==> src/rtl/red_arbiter.sv <==
// Round-robin front end sharing one sequential GF(2^m) reduction unit between NUM_REQ requesters.
// Latency: accept edge T -> red_op_enable from T+1; finish seen in F -> rsp_valid in F+1, next accept >= F+2.
// Backpressure: req_ready only in IDLE, one-hot to the round-robin winner; requesters hold valid+payload until ready.
module red_arbiter #(
    parameter int DATA_WIDTH = 8,
    parameter int NUM_REQ    = 2,
    parameter int GW         = $clog2(DATA_WIDTH) + 1
) (
    input  logic                               clk,
    input  logic                               rst_n,
    input  logic [NUM_REQ-1:0]                 req_valid,
    output logic [NUM_REQ-1:0]                 req_ready,
    input  logic [NUM_REQ*GW-1:0]              req_grade,
    input  logic [NUM_REQ*(DATA_WIDTH+1)-1:0]  req_polyn,
    input  logic [NUM_REQ*2*DATA_WIDTH-1:0]    req_data,
    output logic [NUM_REQ-1:0]                 rsp_valid,
    output logic [DATA_WIDTH-1:0]              rsp_data,
    output logic                               rsp_err,
    output logic                               busy,
    output logic                               red_op_enable,
    output logic [GW-1:0]                      red_polyn_grade,
    output logic [DATA_WIDTH:0]                red_polyn_red_in,
    output logic [2*DATA_WIDTH-1:0]            red_reduc_in,
    input  logic [DATA_WIDTH-1:0]              red_out,
    input  logic                               red_op_finish
);
    localparam int IW = $clog2(NUM_REQ);
    localparam int PW = DATA_WIDTH + 1;
    localparam int DW2 = 2 * DATA_WIDTH;
    localparam logic [IW-1:0]      LAST_IDX  = IW'(NUM_REQ - 1);
    localparam logic [IW:0]        NUM_REQ_W = (IW+1)'(NUM_REQ);
    localparam logic [GW-1:0]      MAX_GRADE = GW'(DATA_WIDTH);
    localparam logic [NUM_REQ-1:0] ONE_HOT0  = NUM_REQ'(1);

    typedef enum logic [1:0] {IDLE, RUN, DONE, ERR} state_t;

    state_t              state;
    logic [IW-1:0]       ptr;
    logic [IW-1:0]       gnt_q;
    logic [IW-1:0]       pick;
    logic                pick_vld;
    logic [IW:0]         scan;
    logic [NUM_REQ-1:0]  pick_onehot;
    logic [GW-1:0]       pick_grade;
    logic [PW-1:0]       pick_polyn;
    logic [DW2-1:0]      pick_data;
    logic                grade_bad;

    // Round-robin scan: first valid requester starting at ptr, wrapping modulo NUM_REQ.
    always_comb begin
        pick     = ptr;
        pick_vld = 1'b0;
        scan     = '0;
        for (int k = 0; k < NUM_REQ; k++) begin
            scan = {1'b0, ptr} + (IW+1)'(k);
            if (scan >= NUM_REQ_W) begin
                scan = scan - NUM_REQ_W;
            end
            if (!pick_vld && req_valid[scan[IW-1:0]]) begin
                pick_vld = 1'b1;
                pick     = scan[IW-1:0];
            end
        end
    end

    assign pick_onehot = ONE_HOT0 << pick;
    assign pick_grade  = req_grade[pick*GW +: GW];
    assign pick_polyn  = req_polyn[pick*PW +: PW];
    assign pick_data   = req_data[pick*DW2 +: DW2];
    assign grade_bad   = (pick_grade == '0) || (pick_grade > MAX_GRADE);

    // Accept only in IDLE; nothing is accepted while reset is held.
    assign req_ready = (rst_n && state == IDLE && pick_vld) ? pick_onehot : '0;
    assign busy      = (state != IDLE);

    // Control FSM: accept, run the reduction unit, emit a one-cycle response, rearm.
    always_ff @(posedge clk or negedge rst_n) begin
        if (!rst_n) begin
            state            <= IDLE;
            ptr              <= '0;
            gnt_q            <= '0;
            rsp_valid        <= '0;
            rsp_data         <= '0;
            rsp_err          <= 1'b0;
            red_op_enable    <= 1'b0;
            red_polyn_grade  <= '0;
            red_polyn_red_in <= '0;
            red_reduc_in     <= '0;
        end else begin
            rsp_valid <= '0;
            case (state)
                IDLE: begin
                    if (pick_vld) begin
                        red_polyn_grade  <= pick_grade;
                        red_polyn_red_in <= pick_polyn;
                        red_reduc_in     <= pick_data;
                        gnt_q            <= pick;
                        ptr              <= (pick == LAST_IDX) ? '0 : pick + 1'b1;
                        if (grade_bad) begin
                            // Rejected: respond directly, the reduction unit is never enabled.
                            state     <= ERR;
                            rsp_valid <= pick_onehot;
                            rsp_err   <= 1'b1;
                            rsp_data  <= '0;
                        end else begin
                            state         <= RUN;
                            red_op_enable <= 1'b1;
                            rsp_err       <= 1'b0;
                        end
                    end
                end
                RUN: begin
                    if (red_op_finish) begin
                        state         <= DONE;
                        red_op_enable <= 1'b0;
                        rsp_data      <= red_out;
                        rsp_err       <= 1'b0;
                        rsp_valid     <= ONE_HOT0 << gnt_q;
                    end
                end
                DONE, ERR: begin
                    state   <= IDLE;
                    rsp_err <= 1'b0;
                end
                default: state <= IDLE;
            endcase
        end
    end
endmodule

==> config.mk <==
export PLATFORM = sky130hd
export DESIGN_NAME = red_arbiter
export DESIGN_NICKNAME = d
export VERILOG_FILES = /design/src/rtl/red_arbiter.sv
export SDC_FILE = /design/constraint.sdc
export NUM_CORES = 1
export LEC_CHECK = 0
export CORE_ASPECT_RATIO = 0.5
export CORE_MARGIN = 10
export CORE_UTILIZATION = 42
export CTS_BUF_LIST = sky130_fd_sc_hd__clkbuf_16
export DETAILED_ROUTE_END_ITERATION = 10
export MAX_ROUTING_LAYER = met4
export PLACE_DENSITY = 0.85
export SYNTH_ARGS = -nofsm -noshare
export SYNTH_HDL_FRONTEND = slang
export SYNTH_SLANG_ARGS = --single-unit
==> constraint.sdc <==
create_clock -name clk -period 2.8 [get_ports clk]
set_input_delay 0.7 -clock clk [delete_from_list [all_inputs] [get_ports clk]]
set_output_delay 0.7 -clock clk [all_outputs]
set_load 0.02 [all_outputs]
======== After elaboration in Yosys (flattened, before gate mapping) ========
Cells that the tools add are included.
storage, ports and cells
  latch bits .............................. 0
  ROM bits ................................ 0
  memory bits (writable) .................. 0
  word-level logic and storage cells ...... 77
  bits of input ports ..................... 71
  bits in registers ....................... 45
  memories ................................ 0
cells by class
  muxes and demuxes ....................... 31
  shift operators ......................... 5
  multipliers ............................. 1
  bitwise operators ....................... 0
  reductions and logical operators ........ 14
  equal/unequal tests ..................... 7
  order comparisons ....................... 5
  div/mod/pow operators ................... 0
  add/sub/neg operators ................... 4
operators with widths
  cell                                                                                  count
  32-bit by 6-bit indexed part select with 16-bit output                                1
  8-bit two-way mux                                                                     3
  18-bit by 6-bit indexed part select with 9-bit output                                 1
  1-bit two-way mux                                                                     16
  8-bit one-hot mux with 2 select lines                                                 1
  2-bit two-way mux                                                                     7
  2-bit != test (second input constant)                                                 4
  4-bit AND reduction                                                                   2
  8-bit by 4-bit indexed part select with 4-bit output                                  1
  2-bit one-hot mux with 3 select lines                                                 1
  1-bit by 4-bit multiplier with 5-bit output (second input constant)                   1
  2-bit equality test (second input constant)                                           2
  4-bit > comparator (second input constant)                                            1
  4-bit zero test                                                                       1
  1-bit by 2-bit less-than comparator with 1-bit output (second input constant)         2
  2-bit one-hot mux with 2 select lines                                                 1
  2-bit AND reduction                                                                   2
  2-bit nonzero test                                                                    2
  1-bit by 1-bit left shift with 2-bit output (first input constant)                    2
  1-bit logical AND                                                                     3
  1-bit one-hot mux with 3 select lines                                                 1
  1-bit by 1-bit adder with 2-bit output (second input constant)                        1
  2-bit by 1-bit equality test with 1-bit output (second input constant)                1
  1-bit by 2-bit greater-or-equal comparator with 1-bit output (second input constant)  1
  other kinds (8)                                                                       9

======== Longest topological paths before layout ========
  depth after elaboration ................. 14
  depth in mapped cells ................... 7
  depth with buffers taken out ............ 5

======== Least setup slack after synthesis ========
OpenSTA, ideal clock, no wires.
  path type ............................... input to output
  start ................................... in req_valid[0]
  end ..................................... out req_ready[1]
  data arrival time ....................... 1.721 ns
  cell stages on the path ................. 6
  required time ........................... 2.100 ns
  slack ................................... 0.379 ns
  cells stage by stage .................... inv_1 -> o21ai_0 -> nor2_1 -> clkbuf_1 -> clkbuf_1 -> and2_1
on the way
  word-level cells in the longest chain between the ends .. 8
ends and longest elaborated chain
  what                                                                                     RTL line  RTL
  start, declared                                                                          11        input logic [NUM_REQ-1:0] req_valid,
  1-bit two-way mux (not written as such) (2 in series)                                    59        if (!pick_vld && req_valid[scan[IW-1:0]]) begin
  1-bit two-way mux                                                                        59
  1-bit zero test                                                                          59
  1-bit logical AND                                                                        59
  1-bit two-way mux                                                                        59
  1-bit by 1-bit left shift with 2-bit output / 1-bit logical AND (equally long branches)  66, 73
  2-bit two-way mux (*)                                                                    73        assign req_ready = (rst_n && state == IDLE && pick_vld) ? pick_onehot : '0;
  end, declared                                                                            12        output logic [NUM_REQ-1:0] req_ready,
Mark *: on every way between the ends. The rest lies on a longest branch, timed or not. The select of a mux whose other input is x is not followed.

======== Worst setup path after layout ========
Ends and elaborated chain as after synthesis.

==> flow_summary_export.csv <==
group,metric,value,unit
setup_path,crit_type,"in -> out",
logic_synthesis,syn_area,2182,um^2
pwr,swShare,39.94,%
pwr,p_leak,0.001682,uW
placement,dp_cells,398,
pwr,netSwitchingPower,1547,uW
placement,dp_hpwl,6.093,mm
floorplan,io_pins,115,
routing,num_vias,2265,
clock_tree,root_buffer,"clkbuf_16",
logic_synthesis,async_flop_share,100.0,%
pwr,clockPowerShare,14.2,%
floorplan,start_util,43.84,%
routing,wl_per_cell,19.77,um
final_layout,final_cell_mix,"clkdlybuf4s50_1 (111), dfrtp_1 (45), inv_1 (28), a222oi_1 (25), buf_4 (19)",
logic_synthesis,ys_types,37,
final_layout,drive_gt1_share,11.08,%
sta,tightest_slew,0.4292,ns
setup_path,crit_arrival,2.01,ns
logic_synthesis,avgSynthCellArea,10.34,um^2
clock_tree,cts_setup_buffers,0,
final_layout,num_antenna_cells,0,
global_route,grt_pass1_wl,12.64,mm
pwr,seq_power_share,29.8,%
logic_synthesis,synth_edf_count,0,
logic_synthesis,yosys_warnings,0,
outcome,status,"finished, final reports clean",
floorplan,fp.dieW,121.9,um
global_route,grt_max_degree,35,
sta,period_share,96.68,%
sta,fin_setup_tns,0,ns
clock_tree,htreeDepth,2,
floorplan,num_rows,18,
routing,vias_per_cell,5.606,
sta,rsz0062_at_grt,"false",
pwr,intPower,2326,uW
pwr,comb_power_share,56.0,%
logic_synthesis,ys.flop_type,"dfrtp_1",
pwr,power.density,1072,nW/um^2
final_layout,syn_to_final_growth,65.60,%
clock_tree,cts_tree,"yes",
placement,gp_congestion,0.8615,
logic_synthesis,synth_seq_cells,45,
sta,timing.final.ws_setup,0.09284,ns
clock_tree,clkSlewWorstSetupHoldPaths,0.06,ns
logic_synthesis,syn-instance-count,211,
global_route,grt_pass1_vias,2442,
logic_synthesis,synth_fp_nets,282,
placement,portBuffers,114,
routing,drtPass1Iterations,6,
placement,dp_slack,-0.1499,ns
sta,setup_violations,0,
clock_tree,clock_latency,0.28,ns
routing,ant_nets,0,
clock_tree,cts.sinks,45,
sta,hold_viol,0,
final_layout,final_core_util,72.60,%
global_route,grt_overflow,0,
min_path,hp-class,"in -> async",
logic_synthesis,yosysSeqAreaShare,51.61,%
job,max-cap-violations,0,
pwr,vdd_drop_max,0.5627,mV
sta,layout_min_cycle_time,2.707,ns
final_layout,final_nets,406,
sta,finalClockSkew,0.004836,ns
floorplan,core,4977,um^2
setup_path,worst_ep_required_time,2.10,ns
final_layout,layout.cells.non_filler,404,
sta,timing.fmax,369.4,MHz
global_route,antenna_found_initial,0,
sta,slew_violations,0,
final_layout,final_common_cell,"clkdlybuf4s50_1",
global_route,grtUsageTotal,18.65,%
clock_tree,cts_made_buffers,5,
setup_path,startpoint_type,"input pin",
setup_path,path_max_fanout,3,
routing,wl,7.986,mm
setup_path,end_kind,"output pin",
clock_tree,cts_buffer_depth,2,
final_layout,nFillCells,368,
routing,drt_iter0_drc,245,
sta,slew_headroom,71.38,%
sta,holdWs,0.3649,ns
floorplan,die_h,70.97,um
routing,drc,0,
floorplan,dieArea,8654,um^2
-- layer usage --
metal  GRT usage [%]  share of wire [%]
met1           19.38                 38
met3           3.405                4.4
met5               -                  0
met4           7.227                2.7
met2           34.32                 55
-- logic make-up after synthesis --
| kind of cell | synth area share [%] |
|---|---|
| muxes | 2.179 |
| AOI/OAI and AO/OA | 24.25 |
| buffers and inverters | 8.084 |
| and+or+nand+nor | 13.88 |
| DFF | 51.61 |
-- registers in the layout, indices dropped and copies added, names as in the netlist --
register          flops
gnt_q                 1
ptr                   1
red_op_enable         1
red_polyn_grade       4
red_polyn_red_in      9
red_reduc_in         16
rsp_data              8
rsp_err               1
rsp_valid             2
state                 2
-- through the flow --
stage / instance area [um^2] / power (uW)
final: 3613 / 3874
after global routing: 3613 / 4105
after CTS: 3613 / 3900
after detailed placement: 3486 / 3330
after global placement: 3486 / 3260
after floorplan: 2182 / 2304
-- Yosys cell counts (2+ instances only) --
library cell / count / share of area [%]
nor4_1: 11 / 3.2
nor2b_1: 2 / 0.57
o21ai_0: 3 / 0.69
a222oi_1: 25 / 11
mux2_2: 2 / 1.0
o211ai_1: 3 / 1.0
o31ai_1: 2 / 0.69
nor2_1: 18 / 3.1
a22o_1: 8 / 3.2
nand2_1: 7 / 1.2
clkbuf_1: 11 / 1.9
nand2b_1: 9 / 2.6
nor3_1: 2 / 0.46
inv_1: 28 / 4.8
a21oi_1: 2 / 0.46
a211o_1: 9 / 3.6
buf_2: 3 / 0.69
dfrtp_1: 45 / 52
a21o_1: 3 / 1.0
-- critical path, cell delays in order --
cell and delay (ns):
clkdlybuf4s50_1 0.49, inv_1 0.04, o21ai_0 0.23, nor2_2 0.06, and2_1 0.16, dlygate4sd2_1 0.32
-- repair_timing --
| action | 4_1_cts | 5_1_grt |
|---|---|---|
| setup endpoints to repair | 2 | 0 |
| hold buffers | 0 | 0 |
| resized for setup | 2 | 0 |
-- area by class of cell --
cell class | count | area (um^2) | share of cell area [%]
Timing Repair Buffer | 133 | 1276 | 35.32
Sequential cell | 45 | 1126 | 31.16
Multi-Input combinational cell | 122 | 888.4 | 24.58
Clock buffer | 5 | 125.1 | 3.463
Inverter | 28 | 105.1 | 2.909
Tap cell | 70 | 87.58 | 2.424
Clock inverter | 1 | 5.005 | 0.1385
-- path summary, 6_finish.rpt --
kind | startpoint | end | slack [ns] | depth (start not counted)
max in group asynchronous | rst_n | rsp_data[6]$_DFFE_PN0P_ | 2.01 | 2
max reg2reg | ptr$_DFFE_PN0P_ | rsp_err$_DFFE_PN0P_ | 0.79 | 6
min | rst_n | state[0]$_DFFE_PN0P_ | 0.36 | 2
min reg2reg | red_polyn_grade[1]$_DFFE_PN0P_ | red_polyn_grade[1]$_DFFE_PN0P_ | 0.49 | 2
max | req_valid[0] | req_ready[1] | 0.09 | 6
min in group clk | red_polyn_grade[1]$_DFFE_PN0P_ | red_polyn_grade[1]$_DFFE_PN0P_ | 0.49 | 2
-- power groups by stage --
stage               Sequential (uW)  Clock (uW)  Combinational, uW
floorplan                      1480           0                824
global placement               1150           0               2110
detailed placement             1160           0               2170
CTS                            1150         559               2190
global route                   1190         587               2330
finish                         1150         549               2170
Note: power is estimated with default switching activity, not from simulation.
